### src/rtl/fetch_buffer.sv
`default_nettype none
// ============================================================================
//  Module   : fetch_buffer
//  Purpose  : Instruction-fetch front end. Owns the PC, issues word reads to
//             instruction memory over req/ack, queues returned words tagged
//             with their PC in a prefetch FIFO and hands them to decode over
//             valid/ready. A redirect flushes the queue and restarts fetch
//             at the branch target.
//  Options  : define FETCH_STATS_EN to add the stat_fetched / stat_dropped
//             event counters.
//  Revision : 1.0 - initial release
// ============================================================================
module fetch_buffer #(
    parameter int          DEPTH    = 4,
    parameter logic [31:0] RESET_PC = 32'h0000_0000
) (
    input  logic        clk,
    input  logic        reset,
    output logic        imem_req,
    output logic [31:0] imem_addr,
    input  logic        imem_ack,
    input  logic [31:0] imem_rdata,
    output logic        inst_valid,
    output logic [31:0] inst,
    output logic [31:0] inst_pc,
    input  logic        inst_ready,
    input  logic        redirect,
    input  logic [31:0] redirect_pc
`ifdef FETCH_STATS_EN
    ,
    output logic [31:0] stat_fetched,
    output logic [31:0] stat_dropped
`endif
);

    localparam int c_aw = $clog2(DEPTH);
    localparam int c_cw = c_aw + 1;
    localparam logic [c_cw-1:0] c_depth = c_cw'(DEPTH);

    // IDLE: nothing outstanding; WAIT: outstanding read is kept;
    // DROP: outstanding read is discarded when it returns.
    localparam logic [1:0] c_idle = 2'd0;
    localparam logic [1:0] c_wait = 2'd1;
    localparam logic [1:0] c_drop = 2'd2;

    logic [1:0]      r_state;
    logic [31:0]     r_pc;
    logic [31:0]     r_target;
    logic            r_req;
    logic [31:0]     r_addr;

    logic [31:0]     r_mem_inst [DEPTH];
    logic [31:0]     r_mem_pc   [DEPTH];
    logic [c_aw-1:0] r_rd_ptr;
    logic [c_aw-1:0] r_wr_ptr;
    logic [c_cw-1:0] r_count;
    logic [31:0]     r_last_inst;
    logic [31:0]     r_last_pc;

    logic [31:0]     w_redirect_pc;
    logic            w_push;
    logic            w_pop;
    logic            w_room;

    assign w_redirect_pc = {redirect_pc[31:2], 2'b00};
    assign w_pop         = inst_valid & inst_ready;
    // A redirect coinciding with the ack wins: the returned word is stale.
    assign w_push        = (r_state == c_wait) & imem_ack & ~redirect;
    // Only issue if the word can be stored even if decode stalls from now on.
    assign w_room        = (r_count - c_cw'(w_pop)) < c_depth;

    assign imem_req   = r_req;
    assign imem_addr  = r_addr;
    assign inst_valid = (r_count != '0);
    assign inst       = inst_valid ? r_mem_inst[r_rd_ptr] : r_last_inst;
    assign inst_pc    = inst_valid ? r_mem_pc[r_rd_ptr]   : r_last_pc;

    // Fetch sequencer: PC, redirect target and the registered request.
    always_ff @(posedge clk) begin
        if (reset) begin
            r_state  <= c_idle;
            r_pc     <= RESET_PC;
            r_target <= RESET_PC;
            r_req    <= 1'b0;
            r_addr   <= RESET_PC;
        end else begin
            case (r_state)
                c_idle: begin
                    if (redirect) begin
                        r_pc <= w_redirect_pc;
                    end else if (w_room) begin
                        r_state <= c_wait;
                        r_req   <= 1'b1;
                        r_addr  <= r_pc;
                    end
                end
                c_wait: begin
                    if (redirect) begin
                        if (imem_ack) begin
                            r_pc    <= w_redirect_pc;
                            r_state <= c_idle;
                            r_req   <= 1'b0;
                        end else begin
                            // Request cannot be withdrawn; keep it and discard its data.
                            r_target <= w_redirect_pc;
                            r_state  <= c_drop;
                        end
                    end else if (imem_ack) begin
                        r_pc    <= r_pc + 32'd4;
                        r_state <= c_idle;
                        r_req   <= 1'b0;
                    end
                end
                c_drop: begin
                    if (imem_ack) begin
                        r_pc    <= redirect ? w_redirect_pc : r_target;
                        r_state <= c_idle;
                        r_req   <= 1'b0;
                    end else if (redirect) begin
                        r_target <= w_redirect_pc;
                    end
                end
                default: begin
                    r_state <= c_idle;
                    r_req   <= 1'b0;
                end
            endcase
        end
    end

    // FIFO pointers and occupancy; redirect flushes ahead of push/pop.
    always_ff @(posedge clk) begin
        if (reset || redirect) begin
            r_rd_ptr <= '0;
            r_wr_ptr <= '0;
            r_count  <= '0;
        end else begin
            if (w_push) r_wr_ptr <= r_wr_ptr + 1'b1;
            if (w_pop)  r_rd_ptr <= r_rd_ptr + 1'b1;
            case ({w_push, w_pop})
                2'b10:   r_count <= r_count + 1'b1;
                2'b01:   r_count <= r_count - 1'b1;
                default: r_count <= r_count;
            endcase
        end
    end

    // FIFO storage; entries need no reset since occupancy gates visibility.
    always_ff @(posedge clk) begin
        if (w_push) begin
            r_mem_inst[r_wr_ptr] <= imem_rdata;
            r_mem_pc[r_wr_ptr]   <= r_pc;
        end
    end

    // Remember the head so inst/inst_pc hold their last value when empty.
    always_ff @(posedge clk) begin
        if (reset) begin
            r_last_inst <= 32'd0;
            r_last_pc   <= 32'd0;
        end else if (inst_valid) begin
            r_last_inst <= r_mem_inst[r_rd_ptr];
            r_last_pc   <= r_mem_pc[r_rd_ptr];
        end
    end

`ifdef FETCH_STATS_EN
    logic [31:0] r_stat_fetched;
    logic [31:0] r_stat_dropped;
    logic        w_discard;

    // Any ack whose data is thrown away, whether in DROP or killed by redirect.
    assign w_discard = imem_ack & ((r_state == c_drop) | ((r_state == c_wait) & redirect));

    // Wrapping event counters: pushed words and discarded/flushed words.
    always_ff @(posedge clk) begin
        if (reset) begin
            r_stat_fetched <= 32'd0;
            r_stat_dropped <= 32'd0;
        end else begin
            r_stat_fetched <= r_stat_fetched + 32'(w_push);
            r_stat_dropped <= r_stat_dropped + 32'(w_discard)
                              + (redirect ? 32'(r_count) : 32'd0);
        end
    end

    assign stat_fetched = r_stat_fetched;
    assign stat_dropped = r_stat_dropped;
`endif

endmodule
`default_nettype wire

### config.mk
export PLATFORM = sky130hd
export DESIGN_NAME = fetch_buffer
export DESIGN_NICKNAME = d
export VERILOG_FILES = /design/src/rtl/fetch_buffer.sv
export SDC_FILE = /design/constraint.sdc
export NUM_CORES = 1
export LEC_CHECK = 0
export CAP_MARGIN = 20
export CELL_PAD_IN_SITES_DETAIL_PLACEMENT = 1
export CELL_PAD_IN_SITES_GLOBAL_PLACEMENT = 1
export CORE_ASPECT_RATIO = 1.4
export CORE_MARGIN = 4
export CORE_UTILIZATION = 42
export DETAILED_ROUTE_END_ITERATION = 12
export MAX_ROUTING_LAYER = met4
export PLACE_DENSITY = 0.74
export SLEW_MARGIN = 30
export SYNTH_ARGS = -nofsm -noshare
export SYNTH_HDL_FRONTEND = slang
export SYNTH_SLANG_ARGS = --single-unit
### constraint.sdc
create_clock -name clk -period 3.5 [get_ports clk]
set_input_delay 0.875 -clock clk [delete_from_list [all_inputs] [get_ports clk]]
set_output_delay 0.875 -clock clk [all_outputs]
set_load 0.1 [all_outputs]
==> results of run 1 <==
## per-stage QoR
stage	instances	hold WS, ps
after floorplan	1214	434
after global placement	1873	441
after detailed placement	1873	448
after CTS	1953	456
after global routing	1953	474
final	1953	456
## cell usage after synthesis, types with 6 or more instances
cell | n | area [sq um]
nand3_1 | 17 | 85.1
edfxtp_1 | 256 | 7690
buf_1 | 11 | 41.3
nor2_1 | 35 | 131
and2_1 | 70 | 438
a21oi_1 | 85 | 425
inv_1 | 14 | 52.6
and3_1 | 11 | 68.8
o21a_1 | 6 | 45.0
a221oi_1 | 15 | 131
o21ai_0 | 32 | 160
dfxtp_1 | 172 | 3440
ha_1 | 10 | 125
mux2_2 | 65 | 732
nor3_1 | 23 | 115
nand4_1 | 7 | 43.8
mux4_2 | 64 | 1440
clkbuf_1 | 66 | 248
nand2_1 | 151 | 567
o211ai_1 | 7 | 52.6
a211o_1 | 7 | 61.3
a221o_1 | 8 | 80.1
nor4_1 | 8 | 50.1
## worst max-delay path: stages, from the launching register on
cell     delay, ps
dfxtp_4        540
buf_12         260
mux4_2         520
mux2_2         330
buf_4          250
## what timing repair did
| item | 4_1_cts | 5_1_grt |
|---|---|---|
| resized for setup | 0 | 0 |
| hold buffers | 0 | 0 |
| buffers inserted | 0 | 0 |
| setup endpoints to repair | 11 | 0 |
## area by class of cell
cell class	instances	area (sq um)
Fill cell	3894	18300
Tap cell	528	661
Clock buffer	65	1270
Timing Repair Buffer	211	2590
Multi-Input combinational cell	693	5380
Clock inverter	14	105
Inverter	14	52.6
Sequential cell	428	11100
## how the worst max path moves through the flow
stage | from | endpoint | slack, ps | cells after the start
2_1_floorplan | r_count[0] | inst[22] | 20 | 4
3_3_place_gp | redirect | r_pc[30] | 370 | 5
3_5_place_dp | redirect | r_pc[30] | 340 | 5
4_1_cts | register | inst_pc[19] | 80 | 4
5_1_grt | register | inst_pc[30] | 40 | 4
6_report | register | inst_pc[17] | 170 | 4
## cells by family (layout without fill, tap and decap cells)
family / count (synthesis) / after routing / share of synthesized area [%]
mux: 129 / 129 / 12.9
buf+inv: 94 / 304 / 2.15
simple gates: 350 / 351 / 10.2
xor+xnor: 6 / 6 / 0.312
fa+ha+maj: 11 / 11 / 0.862
flops: 428 / 428 / 66.1
compound gates: 196 / 196 / 7.43
## metal layers
layer / up-vias / GRT usage (%) / routed length (um) / part of all wire [%]
met2: 224 / 37.4 / 23300 / 54
met5: - / - / 0 / 0
li1: 4908 / - / - / -
met4: 0 / 6.42 / 1290 / 3.0
met1: 5527 / 23.9 / 17100 / 40
met3: 86 / 2.63 / 1450 / 3.4
## state kept, by name, indices dropped and copies added (netlist names), named ones only
signal       count
imem_addr       32
imem_req         1
r_count          3
r_last_inst     32
r_last_pc       32
r_mem_inst     128
r_mem_pc       128
r_pc            32
r_rd_ptr         2
r_state          2
r_target        32
r_wr_ptr         2
## report_power, final
group / switching [mW] / total [mW] / internal, mW
Sequential: 0.121 / 5.57 / 5.45
Clock: 1.88 / 4.46 / 2.59
Combinational: 0.619 / 0.952 / 0.334
Total: 2.61 / 11.0 / 8.37
==> flow_metrics.tcl, run 1 <==
set metrics [dict create \
    finalCritPeriodShare_pct 95.2 \
    die_y_um 245 \
    layout_commonest_cell "edfxtp_1" \
    synth_ff_type "edfxtp_1" \
    place.gp.congestion 0.853 \
    grt_pass1_vias 11923 \
    stdcell_area_sq_um 21200 \
    slew_viol_final 0 \
    regToRegEndpoint "r_pc[26]" \
    final_util_pct 53.7 \
    regToRegStartpoint "r_pc[6]" \
    wirelength_um 43100 \
    htree_num_levels 2 \
    syn_nets 1294 \
    clock_path_buffers 3 \
    ant_nets 0 \
    diodes 0 \
    final_cell_mix "256 x edfxtp_1, 170 x dfxtp_1, 151 x nand2_1" \
    final.min_clock_period_ps 3330 \
    final_layout_size_suffix_gt1_share_pct 25.3 \
    maxCapViolCount 0 \
    clockRootBuffer "clkbuf_16" \
    critPathKind "register to output pin" \
    ys_seq_elements 428 \
    wire_per_inst_um 22.1 \
    cts_buffers 43 \
    core_sq_um 39500 \
    dp_hpwl_um 28300 \
    status "complete, no violations" \
    syn_area_per_cell_sq_um 13.9 \
    first_pass_iters 5 \
    syn_area_sq_um 16800 \
    drtIter0Drc 699 \
    holdPathStages 2 \
    fp-row-count 86 \
    hold_viol_final 0 \
    nets 1471 \
    grt_remaining_overflow 0 \
    tritoncts "yes" \
    slew-limit-headroom_pct 55.9 \
    grt_usage_pct 20.7 \
    cp.arrival_ps 2460 \
    tightest_slew_ps 655 \
    cp-end-kind "output pin" \
    start_util_pct 42.6 \
    grt_pass1_wl_um 67900 \
    syn_to_final_growth_pct 25.9 \
    syn-instance-count 1214 \
    ir_worst_vdd_mv 0.339 \
    dpl-instance-area_sq_um 19800 \
    antenna_found_initial 0 \
    r2r_slack_ps 620 \
    synth_edf_count 256 \
    yosysWarnings 0 \
    async_flop_share_pct 0 \
    fp.dieArea_sq_um 43400 \
    die_w_um 177 \
    worst_slack_ps 169 \
    worstHoldPathType "register to register" \
    crit_fanout 22 \
    clk_pin_slew_ps 60 \
    grt_max_degree 57 \
    post-route-drc-count 0 \
    worstPathRequired_ps 2620 \
    pre_cts_ws_ps 338 \
    cts_sinks 428 \
    ios 167 \
    port_buffers 164 \
    cp-start-kind "register" \
    setup_tns_ps 0 \
    ys_seq_area_share_pct 66.1 \
    clk_latency_ps 540 \
    min-delay-start "r_target[4]" \
    avgViaCountPerCell 5.50 \
    rsz0062_at_grt "false" \
    p_leak_nw 7.27 \
    synth_cell_type_count 64 \
    power_density_nw_per_um2 518 \
    vias 10745 \
    finalPower_mw 11.0 \
    skew_ps 13.2 \
    min_to "r_target[4]" \
    max_freq_mhz 300 \
    r2r_cells 5 \
    setup_viol 0 \
]
Note: power is estimated with default switching activity, not from simulation.
==> inputs of run 2 (changes only) <==
Settings changed: RECOVER_POWER from default to 100, SKIP_CTS_REPAIR_TIMING from default to 1, TNS_END_PERCENT from default to 1.
==> flow_metrics.tcl, run 2 (same netlist as run 1, synthesis figures left out) <==
set metrics [dict create \
    fp-row-count 86 \
    cts_buffers 43 \
    wire_per_inst_um 22.1 \
    grt_max_degree 57 \
    grt_remaining_overflow 0 \
    regToRegStartpoint "r_pc[15]" \
    skew_ps 14.5 \
    cts_sinks 428 \
    seq_power_share_pct 50.9 \
    status "complete, no violations" \
    avgViaCountPerCell 5.51 \
    grt_pass1_vias 11883 \
    path_delay_family "buffers and inverters" \
    vias 10771 \
    start_util_pct 42.6 \
    tightest_slew_ps 1270 \
    antenna_found_initial 1 \
    p_leak_nw 7.12 \
    finalCritPeriodShare_pct 95.8 \
    hold_viol_final 0 \
    core_sq_um 39500 \
    grt_usage_pct 20.4 \
    clk_pin_slew_ps 60 \
    first_pass_iters 5 \
    ir_worst_vdd_mv 0.337 \
    cp.buffers_inverters 4 \
    dp.cells 1873 \
    die_y_um 245 \
    worstPathRequired_ps 3700 \
    power_density_nw_per_um2 523 \
    wirelength_um 43300 \
    p_clk_share_pct 40.8 \
    rsz0062_at_grt "false" \
    crit_fanout 31 \
    worstHoldPathType "register to register" \
    slew-limit-headroom_pct 15.1 \
    largestRegisters "r_mem_inst: 128 flops, r_mem_pc: 128 flops" \
    place.gp.congestion 0.853 \
    pre_cts_ws_ps 338 \
    slowest_delay_ps 650 \
    max_freq_mhz 298 \
    cp-end-kind "register" \
    port_buffers 164 \
    setup_tns_ps 0 \
    tritoncts "yes" \
    clock_path_buffers 3 \
    min-delay-start "imem_addr[21]" \
    switchingPower_mw 2.62 \
    worst_slack_ps 146 \
    crit_chain "dlygate4sd3_1, clkbuf_1, nor2b_1, clkbuf_1, and3_1, buf_6" \
    htree_num_levels 2 \
    die_w_um 177 \
    critPathKind "primary input to register" \
    syn_to_final_growth_pct 24.4 \
    slew_viol_final 0 \
    cp_common_cell "clkbuf_1" \
    final_cell_mix "256 x edfxtp_1, 170 x dfxtp_1, 151 x nand2_1" \
    ios 167 \
    swShare_pct 23.9 \
    crit_start "redirect" \
    nets 1471 \
    post-route-drc-count 0 \
    grt_pass1_wl_um 67300 \
    clockRootBuffer "clkbuf_16" \
    cp.arrival_ps 3550 \
    layout_commonest_cell "edfxtp_1" \
    setup_viol 0 \
    fp.dieArea_sq_um 43400 \
    stdcell_count 1954 \
    pwr-share-comb_pct 8.3 \
    final_layout_size_suffix_gt1_share_pct 18.4 \
    cp-start-kind "primary input" \
    clk_latency_ps 540 \
    p_int_mw 8.33 \
    ant_nets 0 \
    maxCapViolCount 0 \
    whs_ps 455 \
    drtIter0Drc 656 \
    cp_slowest_cell "clkbuf_1" \
    final_util_pct 53.0 \
    final.min_clock_period_ps 3350 \
    dp_hpwl_um 28300 \
]
-- run 2: cell types whose count changed in the layout (fill, tap and decap cells not counted), moves of 35 or more --
cell | before | now
buf_4 | 77 | 22
mux2_2 | 65 | 19
mux2_1 | 0 | 46
dlygate4sd3_1 | 0 | 35
clkdlybuf4s50_1 | 65 | 30
clkbuf_1 | 13 | 58
-- run 2: area by class of cell --
cell class,instances,area (sq um)
multi-input combinational,693,5350
fill,3937,18500
clock inverter,14,105
clock buffer,65,1270
antenna,1,2.50
tap,528,661
timing repair buffer,211,2360
sequential,428,11100
inverter,14,52.6
-- run 2: stage by stage --
step,power [mW],cell area [sq um]
2_1_floorplan,6.22,16800
3_3_place_gp,6.60,19800
3_5_place_dp,6.63,19800
4_1_cts,11.1,21200
5_1_grt,11.4,20900
6_report,10.9,20900
-- run 2: per-layer routing --
metal / global-route usage, % / up-vias / wire length, um / part of all wire (%)
met5: - / - / 0 / 0
met4: 6.42 / 0 / 1270 / 2.9
met3: 2.62 / 84 / 1580 / 3.6
met2: 36.9 / 229 / 23300 / 54
met1: 23.6 / 5551 / 17100 / 40
li1: - / 4907 / - / -
-- run 2: worst reg2reg max path, cell delays in order (launching register included) --
cell and delay, ps:
dfxtp_1 300, clkbuf_1 460, nand4_1 280, or4_4 660, or4_4 560, or4b_1 490
a31oi_1 170
-- run 2: power by group through the flow --
stage	registers, mW	logic, mW	clock network [mW]
4_1_cts	5.57	0.961	4.59
3_3_place_gp	5.66	0.934	0
2_1_floorplan	5.76	0.467	0
3_5_place_dp	5.68	0.957	0
5_1_grt	5.58	0.971	4.83
6_report	5.57	0.912	4.47
-- run 2: worst paths after layout --
path	endpoint	slack (ps)	cells after the start
worst max-delay path	r_mem_inst[2][30]	150	6
worst min register to register	imem_addr[21]	460	2
worst max register to register	r_pc[26]	480	6
worst min-delay path	imem_addr[21]	460	2
==> inputs of run 3 (changes only) <==
Settings changed: RECOVER_POWER 100 to 25, SKIP_CTS_REPAIR_TIMING 1 to default.
==> flow_metrics.tcl, run 3 (same netlist as run 1, synthesis figures left out) <==
set metrics [dict create \
    status "complete, no violations" \
    worstHoldPathType "register to register" \
    hold_buffers 0 \
    dp.cells 1873 \
    tightest_slew_ps 701 \
    wl_met1_um 17100 \
    syn_to_final_growth_pct 25.9 \
    wl_met3_um 1490 \
    clock_path_buffers 3 \
    clk_latency_ps 540 \
    worst_slack_ps 166 \
    ir_worst_vdd_mv 0.339 \
    drtIter0Drc 675 \
    die_y_um 245 \
    fp.dieArea_sq_um 43400 \
    stdcell_area_sq_um 21200 \
    post_cts_buffers 0 \
    dpl-instance-area_sq_um 19800 \
    tritoncts "yes" \
    die_w_um 177 \
    cp-end-kind "output pin" \
    wirelength_um 43100 \
    final_cell_mix "256 x edfxtp_1, 170 x dfxtp_1, 151 x nand2_1" \
    cts_sinks 428 \
    slowest_delay_ps 540 \
    cts_buffers 43 \
    grt_pass1_wl_um 67900 \
    max_freq_mhz 300 \
    fp-row-count 86 \
    avgViaCountPerCell 5.47 \
    clockRootBuffer "clkbuf_16" \
    largestRegisters "r_mem_inst: 128 flops, r_mem_pc: 128 flops" \
    nets 1471 \
    wl_met2_um 23300 \
    grt_pass1_vias 11923 \
    grt_usage_pct 20.7 \
    ios 167 \
    dp_hpwl_um 28300 \
    start_util_pct 42.6 \
    pre_cts_ws_ps 338 \
    worstPathRequired_ps 2620 \
    antenna_found_initial 0 \
    hold_viol_final 0 \
    grt_max_degree 57 \
    maxCapViolCount 0 \
    stdcell_count 1954 \
    first_pass_iters 7 \
    final_layout_size_suffix_gt1_share_pct 25.1 \
    power_density_nw_per_um2 518 \
    finalCritPeriodShare_pct 95.3 \
    ant_nets 0 \
    cp_slowest_cell "dfxtp_4" \
    grt_remaining_overflow 0 \
    post-route-drc-count 0 \
    p_leak_nw 7.26 \
    setup_viol 0 \
    final.min_clock_period_ps 3330 \
    slew-limit-headroom_pct 53.3 \
    crit_chain "buf_12, mux4_2, mux2_2, buf_4" \
    setup_tns_ps 0 \
    cp.arrival_ps 2460 \
    htree_num_levels 2 \
    slew_viol_final 0 \
    wire_per_inst_um 22.1 \
    crit_fanout 22 \
    port_buffers 164 \
    skew_ps 15.0 \
    vias 10695 \
    finalPower_mw 11.0 \
    core_sq_um 39500 \
    top_layer "met4" \
    rsz0062_at_grt "false" \
    clk_pin_slew_ps 60 \
    cp-start-kind "register" \
    layout_commonest_cell "edfxtp_1" \
    place.gp.congestion 0.853 \
    critPathKind "register to output pin" \
]
==> run 3: through the flow <==
step,util [%],hold slack (ps)
global route,53.7,474
global placement,50.2,441
floorplan,-,434
CTS,53.7,456
detailed placement,50.2,448
finish,53.7,456
==> run 3: power breakdown <==
part | internal, mW | switching (mW) | total (mW)
registers | 5.45 | 0.121 | 5.57
clock network | 2.59 | 1.87 | 4.46
logic | 0.326 | 0.618 | 0.944
==> run 3: final timing paths <==
path	startpoint	to	slack, ps	cells after the start
max	register	inst_pc[17]	170	4
min	r_target[4]	r_target[4]	460	2
max reg2reg	r_pc[15]	r_pc[26]	550	6
min reg2reg	r_target[4]	r_target[4]	460	2
==> run 3: layout make-up <==
cell class / count / area [sq um]
Tap cell: 528 / 661
Clock buffer: 65 / 1270
Multi-Input combinational cell: 693 / 5380
Antenna cell: 1 / 2.50
Timing Repair Buffer: 211 / 2580
Fill cell: 3899 / 18300
Sequential cell: 428 / 11100
Inverter: 14 / 52.6
Clock inverter: 14 / 105
==> run 3: timing repair <==
action / CTS / global route
endpoints found under the setup margin: 11 / 0
resized for setup: 0 / 0
endpoints found under the hold margin: 0 / 0
==> run 3: critical path: cells and delay by family (launching register included) <==
family	cells	cell delay (ps)
mux	2	850
flops	1	540
buf+inv	2	510
==> run 3: layer usage <==
metal,global-route usage (%),up-vias
met5,-,-
met4,6.42,0
met3,2.63,80
met2,37.4,228
met1,23.9,5480
li1,-,4907
